$ cat config.mk
export PLATFORM = sky130hd
export DESIGN_NAME = qtable_packet_tx
export DESIGN_NICKNAME = d
export VERILOG_FILES = /design/src/rtl/qtable_pkg.sv /design/src/rtl/qtable_max_scan.sv /design/src/rtl/qtable_packet_tx.sv
export SDC_FILE = /design/constraint.sdc
export NUM_CORES = 1
export LEC_CHECK = 0
export ABC_AREA = 1
export CORE_MARGIN = 4
export CORE_UTILIZATION = 50
export CTS_BUF_LIST = sky130_fd_sc_hd__clkbuf_8 sky130_fd_sc_hd__clkbuf_16
export DETAILED_ROUTE_END_ITERATION = 10
export PLACE_DENSITY = 0.76
export SLEW_MARGIN = 15
export SYNTH_ARGS = -nofsm -noshare
export SYNTH_HDL_FRONTEND = slang
export SYNTH_SLANG_ARGS = --single-unit
$ cat constraint.sdc
create_clock -name clk -period 7.5 [get_ports clk]
set_clock_uncertainty 0.15 [all_clocks]
set_input_delay 1.5 -clock clk [delete_from_list [all_inputs] [get_ports clk]]
set_output_delay 1.5 -clock clk [all_outputs]
set_load 0.01 [all_outputs]
$ cat src/rtl/qtable_pkg.sv
// Shared definitions for the Q-table transmit path: word width, packet types,
// header layout and the FSM state encodings.
package qtable_pkg;

  localparam int WORD_WIDTH = 16;

  localparam logic [2:0] PKT_HELLO      = 3'd1;
  localparam logic [2:0] PKT_CHANNOUNCE = 3'd2;
  localparam logic [2:0] PKT_DATA       = 3'd3;

  // Header word: {pktType, 5'b0, LEN[7:0]}
  localparam int HDR_TYPE_LSB  = 13;
  localparam int HDR_TYPE_BITS = 3;
  localparam int HDR_LEN_LSB   = 0;
  localparam int HDR_LEN_BITS  = 8;

  // Words following the header: myID, myHops, myClusterID, myEnergy, bestQ
  localparam int FIELD_WORDS = 5;

  typedef enum logic [3:0] {
    ST_IDLE,
    ST_SCAN,
    ST_HDR,
    ST_FIELDS,
    ST_KCH_RD,
    ST_KCH_WAIT,
    ST_KCH_TX,
    ST_CSUM,
    ST_DONE
  } txState_t;

  typedef enum logic [1:0] {
    SC_IDLE,
    SC_READ,
    SC_CMP
  } scanState_t;

  function automatic logic [WORD_WIDTH-1:0] makeHeader(input logic [2:0] pktType,
                                                       input logic [7:0] len);
    logic [WORD_WIDTH-1:0] hdr;
    hdr = '0;
    hdr[HDR_TYPE_LSB +: HDR_TYPE_BITS] = pktType;
    hdr[HDR_LEN_LSB +: HDR_LEN_BITS]   = len;
    return hdr;
  endfunction

endpackage

$ cat src/rtl/qtable_max_scan.sv
// Sequential maximum-Q search over the neighbour table: one read and one
// compare per entry, ties resolved in favour of the lowest index.
module qtable_max_scan
  import qtable_pkg::*;
#(
  parameter int                    MAX_NEIGHBORS = 32,
  parameter logic [WORD_WIDTH-1:0] INIT_Q        = '0
) (
  input  logic                             clk,
  input  logic                             rst,
  input  logic                             start,
  input  logic [WORD_WIDTH-1:0]            count,
  input  logic [WORD_WIDTH-1:0]            mSourceID,
  input  logic [WORD_WIDTH-1:0]            mQValue,
  output logic                             rdEn,
  output logic [$clog2(MAX_NEIGHBORS)-1:0] rdAddr,
  output logic [WORD_WIDTH-1:0]            bestQ,
  output logic [WORD_WIDTH-1:0]            bestID,
  output logic                             done
);

  scanState_t            state, nextState;
  logic [WORD_WIDTH-1:0] idx;
  logic [WORD_WIDTH-1:0] cnt;

  // NOTE: non-blocking assignments so every register samples pre-edge values.
  always_ff @(posedge clk or posedge rst) begin
    if (rst) state <= SC_IDLE;
    else     state <= nextState;
  end

  // NOTE: every output gets a default first so no path can infer a latch.
  always_comb begin
    nextState = state;
    rdEn      = 1'b0;
    rdAddr    = '0;
    done      = 1'b0;
    case (state)
      SC_IDLE: if (start) nextState = SC_READ;
      SC_READ: begin
        if (idx == cnt) begin
          done      = 1'b1;
          nextState = SC_IDLE;
        end else begin
          rdEn      = 1'b1;
          rdAddr    = idx[$clog2(MAX_NEIGHBORS)-1:0];
          nextState = SC_CMP;
        end
      end
      SC_CMP:  nextState = SC_READ;
      default: nextState = SC_IDLE;
    endcase
  end

  always_ff @(posedge clk or posedge rst) begin
    if (rst) begin
      idx    <= '0;
      cnt    <= '0;
      bestQ  <= INIT_Q;
      bestID <= '0;
    end else if (start && state == SC_IDLE) begin
      idx    <= '0;
      cnt    <= count;
      bestQ  <= INIT_Q;
      bestID <= '0;
    end else if (state == SC_CMP) begin
      // Strict '>' keeps the earliest entry on a tie
      if (idx == '0 || mQValue > bestQ) begin
        bestQ  <= mQValue;
        bestID <= mSourceID;
      end
      idx <= idx + WORD_WIDTH'(1);
    end
  end

endmodule

$ cat src/rtl/qtable_packet_tx.sv
// Builds and streams the node's cluster/Q-value packet over valid/ready.
// Define QTX_CHECKSUM_EN to append an XOR checksum word to every packet.
module qtable_packet_tx
  import qtable_pkg::*;
#(
  parameter int                    MAX_NEIGHBORS = 32,
  parameter int                    MAX_KCH       = 8,
  parameter logic [WORD_WIDTH-1:0] INIT_Q        = 16'h0000
) (
  input  logic                             clk,
  input  logic                             rst,
  input  logic                             start,
  input  logic [2:0]                       pktType,
  input  logic [WORD_WIDTH-1:0]            myID,
  input  logic [WORD_WIDTH-1:0]            myHops,
  input  logic [WORD_WIDTH-1:0]            myClusterID,
  input  logic [WORD_WIDTH-1:0]            myEnergy,
  input  logic [WORD_WIDTH-1:0]            mNeighborCount,
  input  logic [WORD_WIDTH-1:0]            mKnownCHCount,
  output logic                             rd_en,
  output logic                             rd_sel,
  output logic [$clog2(MAX_NEIGHBORS)-1:0] rd_addr,
  input  logic [WORD_WIDTH-1:0]            mSourceID,
  input  logic [WORD_WIDTH-1:0]            mQValue,
  input  logic [WORD_WIDTH-1:0]            mKnownCH,
  output logic [WORD_WIDTH-1:0]            tx_data,
  output logic                             tx_valid,
  input  logic                             tx_ready,
  output logic                             tx_last,
  output logic                             busy,
  output logic [WORD_WIDTH-1:0]            bestID,
  output logic                             done
);

  localparam int AW = $clog2(MAX_NEIGHBORS);
  localparam logic [WORD_WIDTH-1:0] MAX_N_W = WORD_WIDTH'(MAX_NEIGHBORS);
  localparam logic [WORD_WIDTH-1:0] MAX_K_W = WORD_WIDTH'(MAX_KCH);
`ifdef QTX_CHECKSUM_EN
  localparam bit CSUM_EN = 1'b1;
`else
  localparam bit CSUM_EN = 1'b0;
`endif

  txState_t              state, nextState;
  logic [2:0]            pktTypeR;
  logic [WORD_WIDTH-1:0] myIDR, myHopsR, myClusterR, myEnergyR;
  logic [WORD_WIDTH-1:0] kCnt, chIdx, csum, bestQ;
  logic [WORD_WIDTH-1:0] nClamp, kClamp, loadData, nextFieldWord;
  logic [2:0]            fieldIdx;
  logic [7:0]            pktLen;
  logic [AW-1:0]         scanRdAddr;
  logic accept, startOk, scanDone, scanRdEn, chRdEn, lastCh;
  logic loadWord, loadLast, loadCsumWord, advField, advCh;

  assign accept  = tx_valid && tx_ready;
  assign startOk = (state == ST_IDLE) && start;
  assign nClamp  = (mNeighborCount > MAX_N_W) ? MAX_N_W : mNeighborCount;
  assign kClamp  = (mKnownCHCount  > MAX_K_W) ? MAX_K_W : mKnownCHCount;
  assign pktLen  = 8'd6 + kCnt[7:0] + {7'd0, CSUM_EN};
  assign lastCh  = (chIdx == kCnt - WORD_WIDTH'(1));
  assign chRdEn  = (state == ST_KCH_RD);

  assign rd_en   = scanRdEn | chRdEn;
  assign rd_sel  = chRdEn;
  assign rd_addr = chRdEn ? chIdx[AW-1:0] : scanRdAddr;
  assign busy    = (state != ST_IDLE) && (state != ST_DONE);
  assign done    = (state == ST_DONE);

  qtable_max_scan #(
    .MAX_NEIGHBORS(MAX_NEIGHBORS),
    .INIT_Q       (INIT_Q)
  ) u_scan (
    .clk      (clk),
    .rst      (rst),
    .start    (startOk),
    .count    (nClamp),
    .mSourceID(mSourceID),
    .mQValue  (mQValue),
    .rdEn     (scanRdEn),
    .rdAddr   (scanRdAddr),
    .bestQ    (bestQ),
    .bestID   (bestID),
    .done     (scanDone)
  );

  // Word that follows the one currently indexed by fieldIdx
  always_comb begin
    case (fieldIdx)
      3'd1:    nextFieldWord = myHopsR;
      3'd2:    nextFieldWord = myClusterR;
      3'd3:    nextFieldWord = myEnergyR;
      default: nextFieldWord = bestQ;
    endcase
  end

  always_ff @(posedge clk or posedge rst) begin
    if (rst) state <= ST_IDLE;
    else     state <= nextState;
  end

  always_comb begin
    nextState    = state;
    loadWord     = 1'b0;
    loadData     = '0;
    loadLast     = 1'b0;
    loadCsumWord = 1'b0;
    advField     = 1'b0;
    advCh        = 1'b0;
    case (state)
      ST_IDLE: if (start) nextState = ST_SCAN;
      ST_SCAN: if (scanDone) begin
        loadWord  = 1'b1;
        loadData  = makeHeader(pktTypeR, pktLen);
        nextState = ST_HDR;
      end
      ST_HDR: if (accept) begin
        loadWord  = 1'b1;
        loadData  = myIDR;
        advField  = 1'b1;
        nextState = ST_FIELDS;
      end
      ST_FIELDS: if (accept) begin
        if (fieldIdx != 3'(FIELD_WORDS)) begin
          loadWord = 1'b1;
          loadData = nextFieldWord;
          loadLast = (fieldIdx == 3'(FIELD_WORDS - 1)) && (kCnt == '0) && !CSUM_EN;
          advField = 1'b1;
        end else if (kCnt != '0) begin
          nextState = ST_KCH_RD;
        end else if (CSUM_EN) begin
          loadWord     = 1'b1;
          loadData     = csum;
          loadLast     = 1'b1;
          loadCsumWord = 1'b1;
          nextState    = ST_CSUM;
        end else begin
          nextState = ST_DONE;
        end
      end
      ST_KCH_RD: nextState = ST_KCH_WAIT;
      ST_KCH_WAIT: begin
        loadWord  = 1'b1;
        loadData  = mKnownCH;
        loadLast  = lastCh && !CSUM_EN;
        nextState = ST_KCH_TX;
      end
      ST_KCH_TX: if (accept) begin
        advCh = 1'b1;
        if (!lastCh) begin
          nextState = ST_KCH_RD;
        end else if (CSUM_EN) begin
          loadWord     = 1'b1;
          loadData     = csum;
          loadLast     = 1'b1;
          loadCsumWord = 1'b1;
          nextState    = ST_CSUM;
        end else begin
          nextState = ST_DONE;
        end
      end
      ST_CSUM: if (accept) nextState = ST_DONE;
      ST_DONE: nextState = ST_IDLE;
      default: nextState = ST_IDLE;
    endcase
  end

  always_ff @(posedge clk or posedge rst) begin
    if (rst) begin
      pktTypeR   <= '0;
      myIDR      <= '0;
      myHopsR    <= '0;
      myClusterR <= '0;
      myEnergyR  <= '0;
      kCnt       <= '0;
      fieldIdx   <= '0;
      chIdx      <= '0;
      csum       <= '0;
      tx_valid   <= 1'b0;
      tx_data    <= '0;
      tx_last    <= 1'b0;
    end else begin
      if (startOk) begin
        pktTypeR   <= pktType;
        myIDR      <= myID;
        myHopsR    <= myHops;
        myClusterR <= myClusterID;
        myEnergyR  <= myEnergy;
        kCnt       <= kClamp;
        fieldIdx   <= '0;
        chIdx      <= '0;
        csum       <= '0;
      end
      if (advField) fieldIdx <= fieldIdx + 3'd1;
      if (advCh)    chIdx    <= chIdx + WORD_WIDTH'(1);
      // The output register only changes on a load or when its word is taken
      if (loadWord) begin
        tx_valid <= 1'b1;
        tx_data  <= loadData;
        tx_last  <= loadLast;
        if (!loadCsumWord) csum <= csum ^ loadData;
      end else if (accept) begin
        tx_valid <= 1'b0;
        tx_last  <= 1'b0;
      end
    end
  end

endmodule
==> summary.md <==
| Metric | Value |
|---|---|
| Outcome | finished clean |
| Sequential cell area | approximately 4800 µm² |
| Max-slew violations | 0 |
| Mean Syn Cell Area | roughly 7.8 µm² |
| Setup Crit Path Kind | register to output pin |
| Seq/Total Area, Yosys | 47.6% |
| Ys async rst share | 100% |
| CTS tree | yes |
| Critical Path AT | between 2 and 3 ns |
| Root Driver | clkbuf_16 |
| Inserted Diodes | 0 |
| Pleak | about 6.1 nW |
| Num CTS Buffers | 17 |
| Clk sink count | 190 |
| RePlAce Congestion | roughly 0.88 |
| Fin nets | around 1600 |
| Compound-Gate Fraction of Synth Area | about an eighth |
| Min-Delay Path Class | register to register |
| Post-synthesis adder-cell area fraction | roughly 3.4% |
| Primary FF master, synth | dfrtp_1 |
| Netlist cell types | 46 |
| Clock slew at reported path FFs | 0.07 ns |
| Final period util | about 56% |
| Power density cells | 318 nW/µm² |
| # hold bufs at CTS | 0 |
| EDFF count, synth | 0 |
| Vias in the first global route | about 9000 |
| Wirelength per Cell | ~16 µm |
| Initial antenna violation count | 0 |
| Max_cap viols | 0 |
| Crit path time final | about 4.2 ns |
| Finished Core Util | between 60 and 70% |
| Final ANT Viol Nets | 0 |
| GRT overflow | 0 |
| Final wirelength | 27700 µm |
| Highest clock rate | 236 MHz |
| Hold Crit Start | u_scan.bestQ[15] |
| Gr usage total | about 25% |
| Largest net degree at the start of global routing | approximately 110 |
| Synth Cell Area | ~10000 µm² |
| Simple-gate share of the synthesized area | a little over a quarter |
| Core ar. | just under 20000 µm² |
| Slew margin rel. | a little over a quarter |
| Multi-input logic area | around 4400 µm² |
| Worst r2r dst | tx_data[2] |
| IO Pins | roughly 190 |
| DR vias | slightly above 9000 |
| Drt pass-1 iters | 7 |
| Nature of the critical path endpoint | output pin |
| Skew-Pair Late Insertion Delay | 0.43 ns |
| Hold Fails Final Rpt | 0 |
| Iter 0 DRT Violations | approximately 600 |
| Fillers | between 1500 and 2000 |
| RSZ-0062 raised after global routing | false |
| Setup violators final | 0 |
| Postcts setup bufs | 0 |
| Count of state elements after synthesis | between 150 and 200 |
| Initial core utilization | between 50% and 60% |
| Post_cts resized | 0 |
| Startpoint type of the worst setup path | register |
| Crit path max fanout | 7 |
| H-Tree Depth | 4 |
| Final HPWL DP | between 20000 and 25000 µm |
| Share of post-route cells with drive strength above 1 | 4.57% |
| Die H | about 150 µm |
| Post-Syn Instances | around 1300 |
| First-pass GRT wire length | 45400 µm |
| Via-per-instance ratio | roughly 5.4 |
| Setup_tns | 0 ns |
| Post-Synth XOR/XNOR Area | around 2.4% |
| Hold endpoint | u_scan.bestQ[15] |
| Multiplexer share of the synthesized area | 0% |
| Mapped Nets | roughly 1500 |
| Area growth syn-to-layout | 27.2% |
| R2r worst-path depth | 11 |
| Worst R2R Start | fieldIdx[0] |
| Largest family of logic cells by synthesized area | simple AND/OR/NAND/NOR gates |
| Longest Clk Path Bufs | 2 |
| R2r setup slk | 4.36 ns |
| Post-Layout Cell Count | about 1700 |
| Peak supply drop | between 0.15 and 0.2 mV |
| Placed instance count | 1700 |
| Die W | 149 µm |
| Ys Warns | 0 |
| CP required | roughly 6 ns |
| Hold Path Stages | 2 |
| Die Area | around 22000 µm² |
| Remaining DRCs | 0 |
| Row Count | 51 |
| Port bufs | just under 200 |
| Worst-margin pin slew | approximately 1.1 ns |
area by class of cell:
| type | instances | area share (%) |
|---|---|---|
| clock buffer | 18 | 3.46 |
| clock inverter | 14 | 1.11 |
| inverter | 176 | 5.26 |
| multi-input combinational | 867 | 34.4 |
| sequential | 190 | 37.4 |
| tap | 265 | 2.61 |
| timing repair buffer | 202 | 15.7 |
power breakdown:
group / switching, mW / internal, mW
Clock: 0.403 / 0.499
Combinational: 0.928 / 0.608
Sequential: 0.223 / 1.38
Total: 1.55 / 2.49
flip-flops by register name (all words and copies together) (netlist names):
register and count:
chIdx 16, kCnt 16, myClusterR 16, myEnergyR 16, myHopsR 16, myIDR 16
tx_data 16, u_scan.bestID 16, u_scan.bestQ 16, u_scan.cnt 16, u_scan.idx 16, state 4
fieldIdx 3, pktTypeR 3, u_scan.state 2, tx_last 1, tx_valid 1
synth_stat cells, types with 15 or more instances:
cell type,number,area [µm²]
a21oi_1,47,235
clkbuf_1,33,124
dfrtp_1,190,4750
ha_1,27,338
inv_1,172,646
nand2_1,357,1340
nand3_1,100,500
nand4_1,25,156
nor2_1,77,289
o21ai_0,98,490
o22ai_1,18,113
xor2_1,15,131
layout by cell type, fill, tap and decap left out, drive strengths merged, types with 12 or more instances in the layout:
cell type	synthesis	layout
nand2	359	359
nor3	18	18
clkbuf	33	18
o22ai	18	18
xnor2	12	12
clkdlybuf4s50	0	193
dfrtp	190	190
nor2	86	86
o21ai	99	99
xor2	15	15
ha	27	27
a21oi	47	47
inv	176	178
nand4	25	25
nand3	100	100
worst max-delay path, cell delays in order, from the launching register on:
cell,delay (ns)
dfrtp_1,0.50
inv_1,0.12
nand2_1,0.07
nand4_1,0.11
nor4_2,0.38
nand2_1,0.08
nand2_1,0.10
inv_1,0.10
nand3_1,0.09
o21ai_0,0.10
clkdlybuf4s50_1,0.51
cells by family after synthesis:
family          after synthesis
flops                       190
buf+inv                     223
fa+ha+maj                    27
simple gates                609
xor+xnor                     27
compound gates              204
routing by layer:
layer	wire length [µm]	vias up	global-route usage [%]
li1	-	4502	-
met1	11600	4417	33.4
met2	13600	305	42.7
met3	1830	54	5.38
met4	629	0	7.64
met5	0	-	0
per-stage QoR:
stage	instance area [µm²]	hold slack [ns]	setup WS, ns	total power, mW
finish	12700	0.324	3.27	4.04
CTS	12700	0.326	3.24	4.06
floorplan	9990	0.292	0.680	2.56
detailed placement	12100	0.308	2.97	3.14
global placement	12100	0.304	3.05	3.09
global route	12700	0.339	3.01	4.34
how the worst max path moves through the flow:
stage,start,to
after floorplan,rst,chIdx[0]
after global placement,start,u_scan.bestID[3]
after detailed placement,start,u_scan.bestQ[2]
after CTS,u_scan.idx[2],rd_addr[2]
after global routing,u_scan.idx[2],rd_addr[2]
final,u_scan.idx[0],rd_addr[2]
(Power assumes the default switching activity.)
